## src/rtl/fp_mult_arb_pkg.sv

```systemverilog
`default_nettype none
// ============================================================================
// Module   : fp_mult_arb_pkg
// Brief    : Shared types and default sizing for the FP multiplier arbiter.
// Revision : 1.0 - initial release
// ============================================================================
package fp_mult_arb_pkg;

  localparam int DEF_NREQ       = 4;
  localparam int DEF_LAT        = 3;
  localparam int DEF_FIFO_DEPTH = 4;

  // Wide enough for the largest supported requester count (8).
  localparam int ID_W = 3;

  typedef enum logic [2:0] {
    IEEE_near = 3'd0,
    IEEE_zero = 3'd1,
    IEEE_pinf = 3'd2,
    IEEE_ninf = 3'd3,
    near_up   = 3'd4,
    away_zero = 3'd5
  } rnd_mode_e;

  typedef struct packed {
    logic            valid;
    logic [ID_W-1:0] id;
  } tag_t;

  typedef struct packed {
    logic [31:0]     z;
    logic [7:0]      status;
    logic [ID_W-1:0] id;
  } resp_t;

endpackage
`default_nettype wire

```

## src/rtl/fp_mult_arb_fifo.sv

```systemverilog
`default_nettype none
// ============================================================================
// Module   : fp_mult_arb_fifo
// Brief    : Synchronous first-word-fall-through FIFO of multiplier results.
//            The head is presented combinationally; it reads as zero when empty.
// Revision : 1.0 - initial release
// ============================================================================
module fp_mult_arb_fifo
  import fp_mult_arb_pkg::*;
#(
  parameter int DEPTH = DEF_FIFO_DEPTH
) (
  input  logic                       clk,
  input  logic                       rst,
  input  logic                       push,
  input  resp_t                      wr_data,
  input  logic                       pop,
  output resp_t                      rd_data,
  output logic                       full,
  output logic                       empty,
  output logic [$clog2(DEPTH+1)-1:0] count
);

  localparam int AW = (DEPTH > 1) ? $clog2(DEPTH) : 1;
  localparam int CW = $clog2(DEPTH + 1);

  resp_t          mem_q [DEPTH];
  resp_t          mem_d [DEPTH];
  logic [AW-1:0]  wr_ptr_q, wr_ptr_d;
  logic [AW-1:0]  rd_ptr_q, rd_ptr_d;
  logic [CW-1:0]  count_q, count_d;
  logic           do_push;
  logic           do_pop;

  assign full  = (count_q == CW'(DEPTH));
  assign empty = (count_q == '0);
  assign count = count_q;

  // Head of queue, forced to zero when nothing is stored.
  always_comb begin
    rd_data = '0;
    if (!empty) rd_data = mem_q[rd_ptr_q];
  end

  // Pointer, occupancy and storage update; pointers wrap at DEPTH.
  always_comb begin
    do_push  = push && !full;
    do_pop   = pop && !empty;
    mem_d    = mem_q;
    wr_ptr_d = wr_ptr_q;
    rd_ptr_d = rd_ptr_q;
    if (do_push) begin
      mem_d[wr_ptr_q] = wr_data;
      wr_ptr_d = (wr_ptr_q == AW'(DEPTH - 1)) ? '0 : wr_ptr_q + AW'(1);
    end
    if (do_pop) begin
      rd_ptr_d = (rd_ptr_q == AW'(DEPTH - 1)) ? '0 : rd_ptr_q + AW'(1);
    end
    count_d = count_q + CW'(do_push) - CW'(do_pop);
  end

  // Control state register.
  always_ff @(posedge clk) begin
    if (rst) begin
      wr_ptr_q <= '0;
      rd_ptr_q <= '0;
      count_q  <= '0;
    end else begin
      wr_ptr_q <= wr_ptr_d;
      rd_ptr_q <= rd_ptr_d;
      count_q  <= count_d;
    end
  end

  // Storage array; contents are don't-care until written.
  always_ff @(posedge clk) begin
    mem_q <= mem_d;
  end

endmodule
`default_nettype wire

```

## src/rtl/fp_mult_arbiter.sv

```systemverilog
`default_nettype none
// ============================================================================
// Module   : fp_mult_arbiter
// Brief    : Round-robin sharing of one pipelined FP multiplier among NREQ
//            requesters, with tag tracking, a result FIFO and credit control.
//            Optional macro FP_MULT_ARB_STATS_EN adds issue/stall counters.
// Revision : 1.0 - initial release
// ============================================================================
module fp_mult_arbiter
  import fp_mult_arb_pkg::*;
#(
  parameter int NREQ       = DEF_NREQ,
  parameter int LAT        = DEF_LAT,
  parameter int FIFO_DEPTH = DEF_FIFO_DEPTH
) (
  input  logic                      clk,
  input  logic                      rst,
  input  logic [NREQ-1:0]           req_valid,
  output logic [NREQ-1:0]           req_ready,
  input  logic [NREQ*32-1:0]        req_a,
  input  logic [NREQ*32-1:0]        req_b,
  input  logic [NREQ*3-1:0]         req_rnd,
  output logic [31:0]               mul_a,
  output logic [31:0]               mul_b,
  output logic [2:0]                mul_rnd,
  input  logic [31:0]               mul_z,
  input  logic [7:0]                mul_status,
  output logic                      resp_valid,
  input  logic                      resp_ready,
  output logic [31:0]               resp_z,
  output logic [7:0]                resp_status,
  output logic [$clog2(NREQ)-1:0]   resp_id,
  output logic                      busy
`ifdef FP_MULT_ARB_STATS_EN
  ,
  output logic [31:0]               issue_cnt,
  output logic [31:0]               stall_cnt
`endif
);

  localparam int IDW = $clog2(NREQ);
  localparam int SW  = IDW + 1;
  localparam int FCW = $clog2(FIFO_DEPTH + 1);
  localparam int OW  = $clog2(LAT + FIFO_DEPTH + 2);

  // Tag stage 0 lines up with the operand register; stages 1..LAT follow the
  // multiplier's internal pipeline, so stage LAT pairs with mul_z/mul_status.
  tag_t            tag_q [LAT+1];
  tag_t            tag_d [LAT+1];
  logic [IDW-1:0]  ptr_q, ptr_d;
  logic [31:0]     mul_a_q, mul_a_d;
  logic [31:0]     mul_b_q, mul_b_d;
  logic [2:0]      mul_rnd_q, mul_rnd_d;

  logic            grant_found;
  logic [IDW-1:0]  grant_idx;
  logic [SW-1:0]   cand;
  logic [OW-1:0]   outstanding;
  logic            credit;
  logic            issue;

  logic            fifo_push;
  logic            fifo_pop;
  logic            fifo_full;
  logic            fifo_empty;
  logic [FCW-1:0]  fifo_count;
  resp_t           fifo_wr;
  resp_t           fifo_rd;

  // Round-robin search: first valid requester at or after ptr, wrapping.
  always_comb begin
    grant_found = 1'b0;
    grant_idx   = '0;
    cand        = '0;
    for (int i = 0; i < NREQ; i++) begin
      cand = {1'b0, ptr_q} + SW'(i);
      if (cand >= SW'(NREQ)) cand = cand - SW'(NREQ);
      if (!grant_found && req_valid[cand[IDW-1:0]]) begin
        grant_found = 1'b1;
        grant_idx   = cand[IDW-1:0];
      end
    end
  end

  // Credit: every in-flight tag plus every queued result holds one slot.
  always_comb begin
    outstanding = OW'(fifo_count);
    for (int i = 0; i <= LAT; i++) begin
      outstanding = outstanding + OW'(tag_q[i].valid);
    end
    credit = (outstanding < OW'(FIFO_DEPTH));
    issue  = grant_found && credit && !rst;
  end

  // One-hot grant and operand capture for the winning requester.
  always_comb begin
    req_ready = '0;
    mul_a_d   = mul_a_q;
    mul_b_d   = mul_b_q;
    mul_rnd_d = mul_rnd_q;
    for (int k = 0; k < NREQ; k++) begin
      if (issue && (grant_idx == IDW'(k))) begin
        req_ready[k] = 1'b1;
        mul_a_d      = req_a[32*k +: 32];
        mul_b_d      = req_b[32*k +: 32];
        mul_rnd_d    = req_rnd[3*k +: 3];
      end
    end
  end

  // Pointer advance and tag pipe shift.
  always_comb begin
    ptr_d = ptr_q;
    if (issue) ptr_d = (grant_idx == IDW'(NREQ - 1)) ? '0 : grant_idx + IDW'(1);
    tag_d[0].valid = issue;
    tag_d[0].id    = ID_W'(grant_idx);
    for (int i = 1; i <= LAT; i++) begin
      tag_d[i] = tag_q[i-1];
    end
  end

  // Arbiter, operand and tag registers.
  always_ff @(posedge clk) begin
    if (rst) begin
      ptr_q     <= '0;
      mul_a_q   <= '0;
      mul_b_q   <= '0;
      mul_rnd_q <= '0;
      for (int i = 0; i <= LAT; i++) tag_q[i] <= '0;
    end else begin
      ptr_q     <= ptr_d;
      mul_a_q   <= mul_a_d;
      mul_b_q   <= mul_b_d;
      mul_rnd_q <= mul_rnd_d;
      tag_q     <= tag_d;
    end
  end

  assign fifo_push      = tag_q[LAT].valid;
  assign fifo_wr.z      = mul_z;
  assign fifo_wr.status = mul_status;
  assign fifo_wr.id     = tag_q[LAT].id;
  assign fifo_pop       = resp_valid && resp_ready;

  fp_mult_arb_fifo #(
    .DEPTH (FIFO_DEPTH)
  ) u_fifo (
    .clk     (clk),
    .rst     (rst),
    .push    (fifo_push),
    .wr_data (fifo_wr),
    .pop     (fifo_pop),
    .rd_data (fifo_rd),
    .full    (fifo_full),
    .empty   (fifo_empty),
    .count   (fifo_count)
  );

  // Credits make an overflowing push impossible; flag it if it ever happens.
  a_no_fifo_overflow : assert property (@(posedge clk) disable iff (rst)
    !(fifo_push && fifo_full))
    else $error("result pushed into a full FIFO");

  assign mul_a       = mul_a_q;
  assign mul_b       = mul_b_q;
  assign mul_rnd     = mul_rnd_q;
  assign resp_valid  = !fifo_empty;
  assign resp_z      = fifo_rd.z;
  assign resp_status = fifo_rd.status;
  assign resp_id     = IDW'(fifo_rd.id);
  assign busy        = (outstanding != '0);

`ifdef FP_MULT_ARB_STATS_EN
  logic [31:0] issue_cnt_q, issue_cnt_d;
  logic [31:0] stall_cnt_q, stall_cnt_d;

  // Issue and credit-stall counters, free-running with natural wrap.
  always_comb begin
    issue_cnt_d = issue_cnt_q;
    stall_cnt_d = stall_cnt_q;
    if (issue) issue_cnt_d = issue_cnt_q + 32'd1;
    if ((|req_valid) && !issue) stall_cnt_d = stall_cnt_q + 32'd1;
  end

  // Counter registers.
  always_ff @(posedge clk) begin
    if (rst) begin
      issue_cnt_q <= '0;
      stall_cnt_q <= '0;
    end else begin
      issue_cnt_q <= issue_cnt_d;
      stall_cnt_q <= stall_cnt_d;
    end
  end

  assign issue_cnt = issue_cnt_q;
  assign stall_cnt = stall_cnt_q;
`endif

endmodule
`default_nettype wire

```

## config.mk

```make
export PLATFORM = sky130hd
export DESIGN_NAME = fp_mult_arbiter
export DESIGN_NICKNAME = d
export VERILOG_FILES = /design/src/rtl/fp_mult_arb_pkg.sv /design/src/rtl/fp_mult_arb_fifo.sv /design/src/rtl/fp_mult_arbiter.sv
export SDC_FILE = /design/constraint.sdc
export NUM_CORES = 1
export LEC_CHECK = 0
export BUFFER_PORTS_ARGS = -buffer_cell sky130_fd_sc_hd__buf_4
export CAP_MARGIN = 10
export CORE_ASPECT_RATIO = 0.5
export CORE_MARGIN = 4
export CORE_UTILIZATION = 35
export DETAILED_ROUTE_END_ITERATION = 12
export SLEW_MARGIN = 20
export SYNTH_ARGS = -nofsm -noshare
export SYNTH_HDL_FRONTEND = slang
export SYNTH_SLANG_ARGS = --single-unit
```

## constraint.sdc

```tcl
create_clock -name clk -period 2.8 [get_ports clk]
set_input_delay 0.42 -clock clk [delete_from_list [all_inputs] [get_ports clk]]
set_output_delay 0.42 -clock clk [all_outputs]
set_load 0.005 [all_outputs]
```

Word level (Yosys, flattened, before mapping) --
Cells that the tools add are included. Widths: inputs -> output; s select.
Storage, ports and cells: register bits after elaboration 264, latch bits 0, RAM bits 0, bits in read-only memories 0, word-level logic and storage cells 133, memories kept 0
Cells by class: add/sub/neg operators 16, multiply operators 0, divide/modulo/power cells 0, magnitude comparators 12, equal/unequal tests 6, shift operators 0, multiplexer cells 46, bitwise operators 2, reduce and logical (&&, ||, !) cells 23
Operators with widths (count):
- $mux 32 | 8
- $bwmux 172 | 1
- $mux 43 | 4
- $bmux 43 s2 | 1
- $demux 43 s2 | 1
- $mux 2 | 11
- $ge 3x3->1 const B | 5
- $logic_and 1x1->1 | 13
- $add 4x1->4 | 3
- $lt 2x3->1 const B | 4
- $mux 1 | 12
- $mux 3 | 4
- $bmux 1 s2 | 4
- $eq 2x2->1 const B | 4
- $reduce_bool 4->1 | 2
- $sub 2x1->2 const B | 4
- $add 2x1->2 const B | 3
- $add 2x2->3 const B | 2
- $logic_not 1->1 | 6
- $not 2->3 | 2
- $add 3x1->4 | 1
- $lt 4x3->1 const B | 1
- $add 2x1->3 const B | 1
- $add 3x1->3 | 1
- other kinds (7) | 7

Longest topological paths before layout --
word-level depth 21, depth in mapped cells 13, gate-level depth less buffers 11

Hierarchy --
From an unflattened synthesis, not the netlist that was laid out.
Unflattened totals: cell total of the unflattened synthesis 931, area, all modules 12064.1 um2
Modules (own cells, without submodules):
- fp_mult_arb_fifo | instances 1, cells an instance 321, area an instance 6955.4 um2, seq. area each 5305.1 um2
- fp_mult_arbiter | instances 1, cells an instance 610, area an instance 5108.6 um2, seq. area each 1621.6 um2

Least setup slack after synthesis --
Ideal clock, no wire load.
kind register to register, start register tag_q, in the netlist tag_d[3], end register mul_a_q[0], in the netlist mul_a[0], setup time 0.122 ns, arrival 2.895 ns, required time 2.678 ns, path slack -0.217 ns, cell stages (with the launch flop) 11, buffers on the path 2, period minus slack after synthesis 3.017 ns, cell sequence dfxtp_1 > fa_1 > fa_1 > inv_1 > fa_1 > a211o_1 > a2111oi_4 > nor2_2 > buf_6 > buf_6 > o32a_1
On the way: longest elaborated chain between the ends 9
RTL lines:
- start, declared | line fp_mult_arbiter.sv:48 | tag_t tag_q [LAT+1];
- start signal, assigned | line fp_mult_arbiter.sv:135 | tag_q <= tag_d;
- $add 4x1->4 * (2 in series) | line fp_mult_arbiter.sv:89 | outstanding = outstanding + OW'(tag_q[i].valid);
- $lt 4x3->1 * | line fp_mult_arbiter.sv:91 | credit = (outstanding < OW'(FIFO_DEPTH));
- $logic_and 1x1->1 * (2 in series) | line fp_mult_arbiter.sv:92 | issue = grant_found && credit && !rst;
- $logic_and 1x1->1 | line fp_mult_arbiter.sv:102 | if (issue && (grant_idx == IDW'(k))) begin
- $mux 32 (3 in series) | line fp_mult_arbiter.sv:102
- end signal, assigned | line fp_mult_arbiter.sv:132 | mul_a_q <= mul_a_d;
- end, declared | line fp_mult_arbiter.sv:51 | logic [31:0] mul_a_q, mul_a_d;
Mark *: on every way between the ends. The rest lies on a longest branch, timed or not. A chain may end at the register's enable or synchronous reset.

Final worst setup path --
start register tag_q, in the netlist tag_d[3], end output req_ready[1]
On the way: longest elaborated chain between the ends 7
RTL lines:
- $add 4x1->4 (2 in series) | line fp_mult_arbiter.sv:89
- $lt 4x3->1 | line fp_mult_arbiter.sv:91
- $logic_and 1x1->1 (2 in series) | line fp_mult_arbiter.sv:92
- $logic_and 1x1->1 | line fp_mult_arbiter.sv:102
- $mux 1 | line fp_mult_arbiter.sv:102
- end, declared | line fp_mult_arbiter.sv:19 | output logic [NREQ-1:0] req_ready,
Every way passes these cells.

==> results.cfg <==
[die]
rows = 46
die-width_um = 267
start_util_pct = 36.2
core_mm2 = 0.0323
dieHeight_um = 137
die_area_mm2 = 0.0366
io_pins = 430

[drt]
drt-pass1-iter-count = 6
postRouteAntennaNets = 0
drtIter0Drc = 506
vias_per_cell = 5.24
drt-total-wl_um = 38500
post_drt_wl_per_cell_um = 21.5
drc_errors = 0
num_vias = 9387

[global_routing]
grt.met2_usage_pct = 35.8
overflow = 0
met3_usage_pct = 3.62
grt_first_pass_wirelength_um = 56900
grt_max_degree = 80
track_usage_pct = 20.2
grt_pass1_vias = 9606
busiest_layer = met2
antenna_found_initial = 3
grt_util_met1_pct = 25.6

[power]
leakage_nw = 6.64
p_int_mw = 9.54
switching_share_pct = 32.2
power_density_mw_per_mm2 = 853
pwr-share-clk_pct = 22.3
combPwrFrac_pct = 42.3
p_sw_mw = 4.54
vdd_drop_max_uv = 479
seq_power_share_pct = 35.4

[synthesis]
yosys-top-cells-area = edfxtp_1 43%, dfxtp_1 15%, mux4_2 8.1%
ys_seq_elements = 256
synth_warnings = 0
syn_inst = 923
synth_ff_type = edfxtp_1
synth_edf_count = 168
syn_area_mm2 = 0.0117
syn_nets = 1254
synth_cell_types = 37
synth_most_common_cell = edfxtp_1
synth.avg_cell_area_um2 = 12.7
synth_top_area_share_pct = 43.1
synth_commonest_cells = 168 x edfxtp_1, 88 x dfxtp_1, 81 x inv_1, 79 x nor2b_1, 70 x a21oi_1
synth_async_sr_flop_share_pct = 0
yosysSeqAreaShare_pct = 58.2
yosysTopAreaCell = edfxtp_1

[critical_path]
crit_path_frequent_cell = fa_2
path_buf_inv = 3
reg2reg_slack_ns = -0.34
cp_max_fo = 5
crit_type = reg2out
start_kind = register
cpPeakStageDelay_ns = 0.55
critical_path.cell_chain = fa_1 -> fa_2 -> inv_2 -> fa_2 -> a211o_1 -> a2111oi_4 -> buf_6 -> and2_4 -> buf_4
cp-end-kind = primary output
worstPathArrival_ns = 2.99
required_ns = 2.38
cp_slowest_cell = fa_1
critPathTopFamily = adder cells

[timing]
hold_viol = 0
setup_viol = 72
slew_headroom_pct = 59.7
finalCriticalPeriod_ns = 3.41
rsz0062_at_grt = yes
timing.final.crit_share_pct = 122
worstMarginPinSlew_ns = 0.601
fin_skew_ns = 0.0135
max_freq_mhz = 293
slew_viol_final = 0
fin_ws_ns = -0.613

[clock_tree]
cts_root_buffer = clkbuf_16
cts_max_path_buffers = 3
clk_latency_ns = 0.52
htreeDepth = 1
clk_pin_slew_ns = 0.07
cts_tree = done
ctsHoldBuffers = 0
clock-sinks = 256
numCtsBuffers = 24

[hold_path]
hp-class = in2reg

[job]
maxCapViolCount = 0

[layout]
nets = 1674
regArea_mm2 = 0.00681
final_cells = 1793
drive_gt1_share_pct = 42.6
syn_to_final_growth_pct = 41.1
fill_cells = 2853
multiInputGateArea_mm2 = 0.00428

[run_status]
status = finished with violations
violations = setup timing

[placement]
place_ws_ns = -0.279
dpl.hpwl_um = 28100
dp.cells = 1745
io_buffers = 429
gp_congestion = 0.888
## through the flow
step / hold slack, ns / instance area [um2] / TNS, ns / utilization (%) / power (mW)
5_1_grt: 0.0599 / 16500 / -34.51 / 51.1 / 14.9
3_3_place_gp: 0.418 / 15700 / -15.52 / 48.6 / 10.9
4_1_cts: 0.0639 / 16500 / -22.24 / 51.0 / 14.3
2_1_floorplan: 0.414 / 11700 / -7.71 / - / 8.00
3_5_place_dp: 0.425 / 15700 / -17.28 / 48.6 / 11.0
6_report: 0.0938 / 16500 / -23.72 / 51.1 / 14.1
## metal layers
layer / part of all wire, % / up-vias
met1: 41 / 4687
met3: 5.0 / 61
met5: 0 / -
met4: 2.6 / 0
li1: - / 4360
met2: 51 / 279
## what timing repair did
item,4_1_cts,5_1_grt
endpoints found under the setup margin,72,72
pin swaps,1,1
resized for setup,8,3
setup buffers,3,2
## flip-flops by register name (all words and copies together) (netlist names)
name / cells
fifo_push: 1
fifo_wr: 2
mul_a: 32
mul_b: 32
mul_rnd: 3
ptr_q: 2
tag_d: 9
u_fifo.count: 3
u_fifo.mem_q: 168
u_fifo.rd_ptr_q: 2
u_fifo.wr_ptr_q: 2
## placed cells by master (no fill, tap or decap), drive strengths merged
cell type,count
diode,3
a2111oi,1
or3,2
nand3,1
buf,479
a211o,1
a31oi,1
nor3,66
a21o,1
xnor2,1
clkbuf,29
nor2b,79
or4,1
nand3b,1
edfxtp,168
mux4,42
a221oi,66
nand2,5
nand2b,3
o21ai,2
bufinv,2
clkinv,10
nor2,11
inv,81
fa,4
xor2,1
o32a,66
a211oi,3
and2,50
nor3b,1
a21oi,70
mux2i,4
nor4,2
o22ai,2
dfxtp,88
ha,12
mux2,2
## worst paths after layout
check | from | to | cells after the start
hold reg to reg | tag_d[5] | tag_d[1] | 1
setup reg to reg | tag_d[3] | mul_b[13] | 11
setup / recovery | tag_d[3] | req_ready[1] | 9
hold / removal | mul_status[5] | u_fifo.mem_q[8] | 1
## power groups by stage
stage | logic (mW) | clock network, mW | registers, mW
2_1_floorplan | 3.00 | 0 | 4.99
3_3_place_gp | 5.90 | 0 | 5.02
3_5_place_dp | 6.00 | 0 | 5.04
4_1_cts | 6.04 | 3.27 | 4.97
5_1_grt | 6.48 | 3.41 | 5.03
6_report | 5.96 | 3.14 | 4.98
## cell type report
type | count | share of cell area [%]
repair buffers | 479 | 23.1
multi-input cells | 501 | 25.9
diodes | 3 | 0.0455
flip-flops and latches | 256 | 41.3
inverters | 81 | 1.84
well taps | 432 | 3.28
clock inverters | 12 | 0.743
clock buffers | 29 | 3.75
## kinds of logic after synthesis
family	after synthesis	share of synthesized area, %
buf+inv	166	5.76
xor+xnor	2	0.150
fa+ha+maj	16	1.97
simple gates	222	10.9
compound gates	213	14.4
mux	48	8.62
flops	256	58.2
No activity file was read; power rests on OpenSTA's default activity.
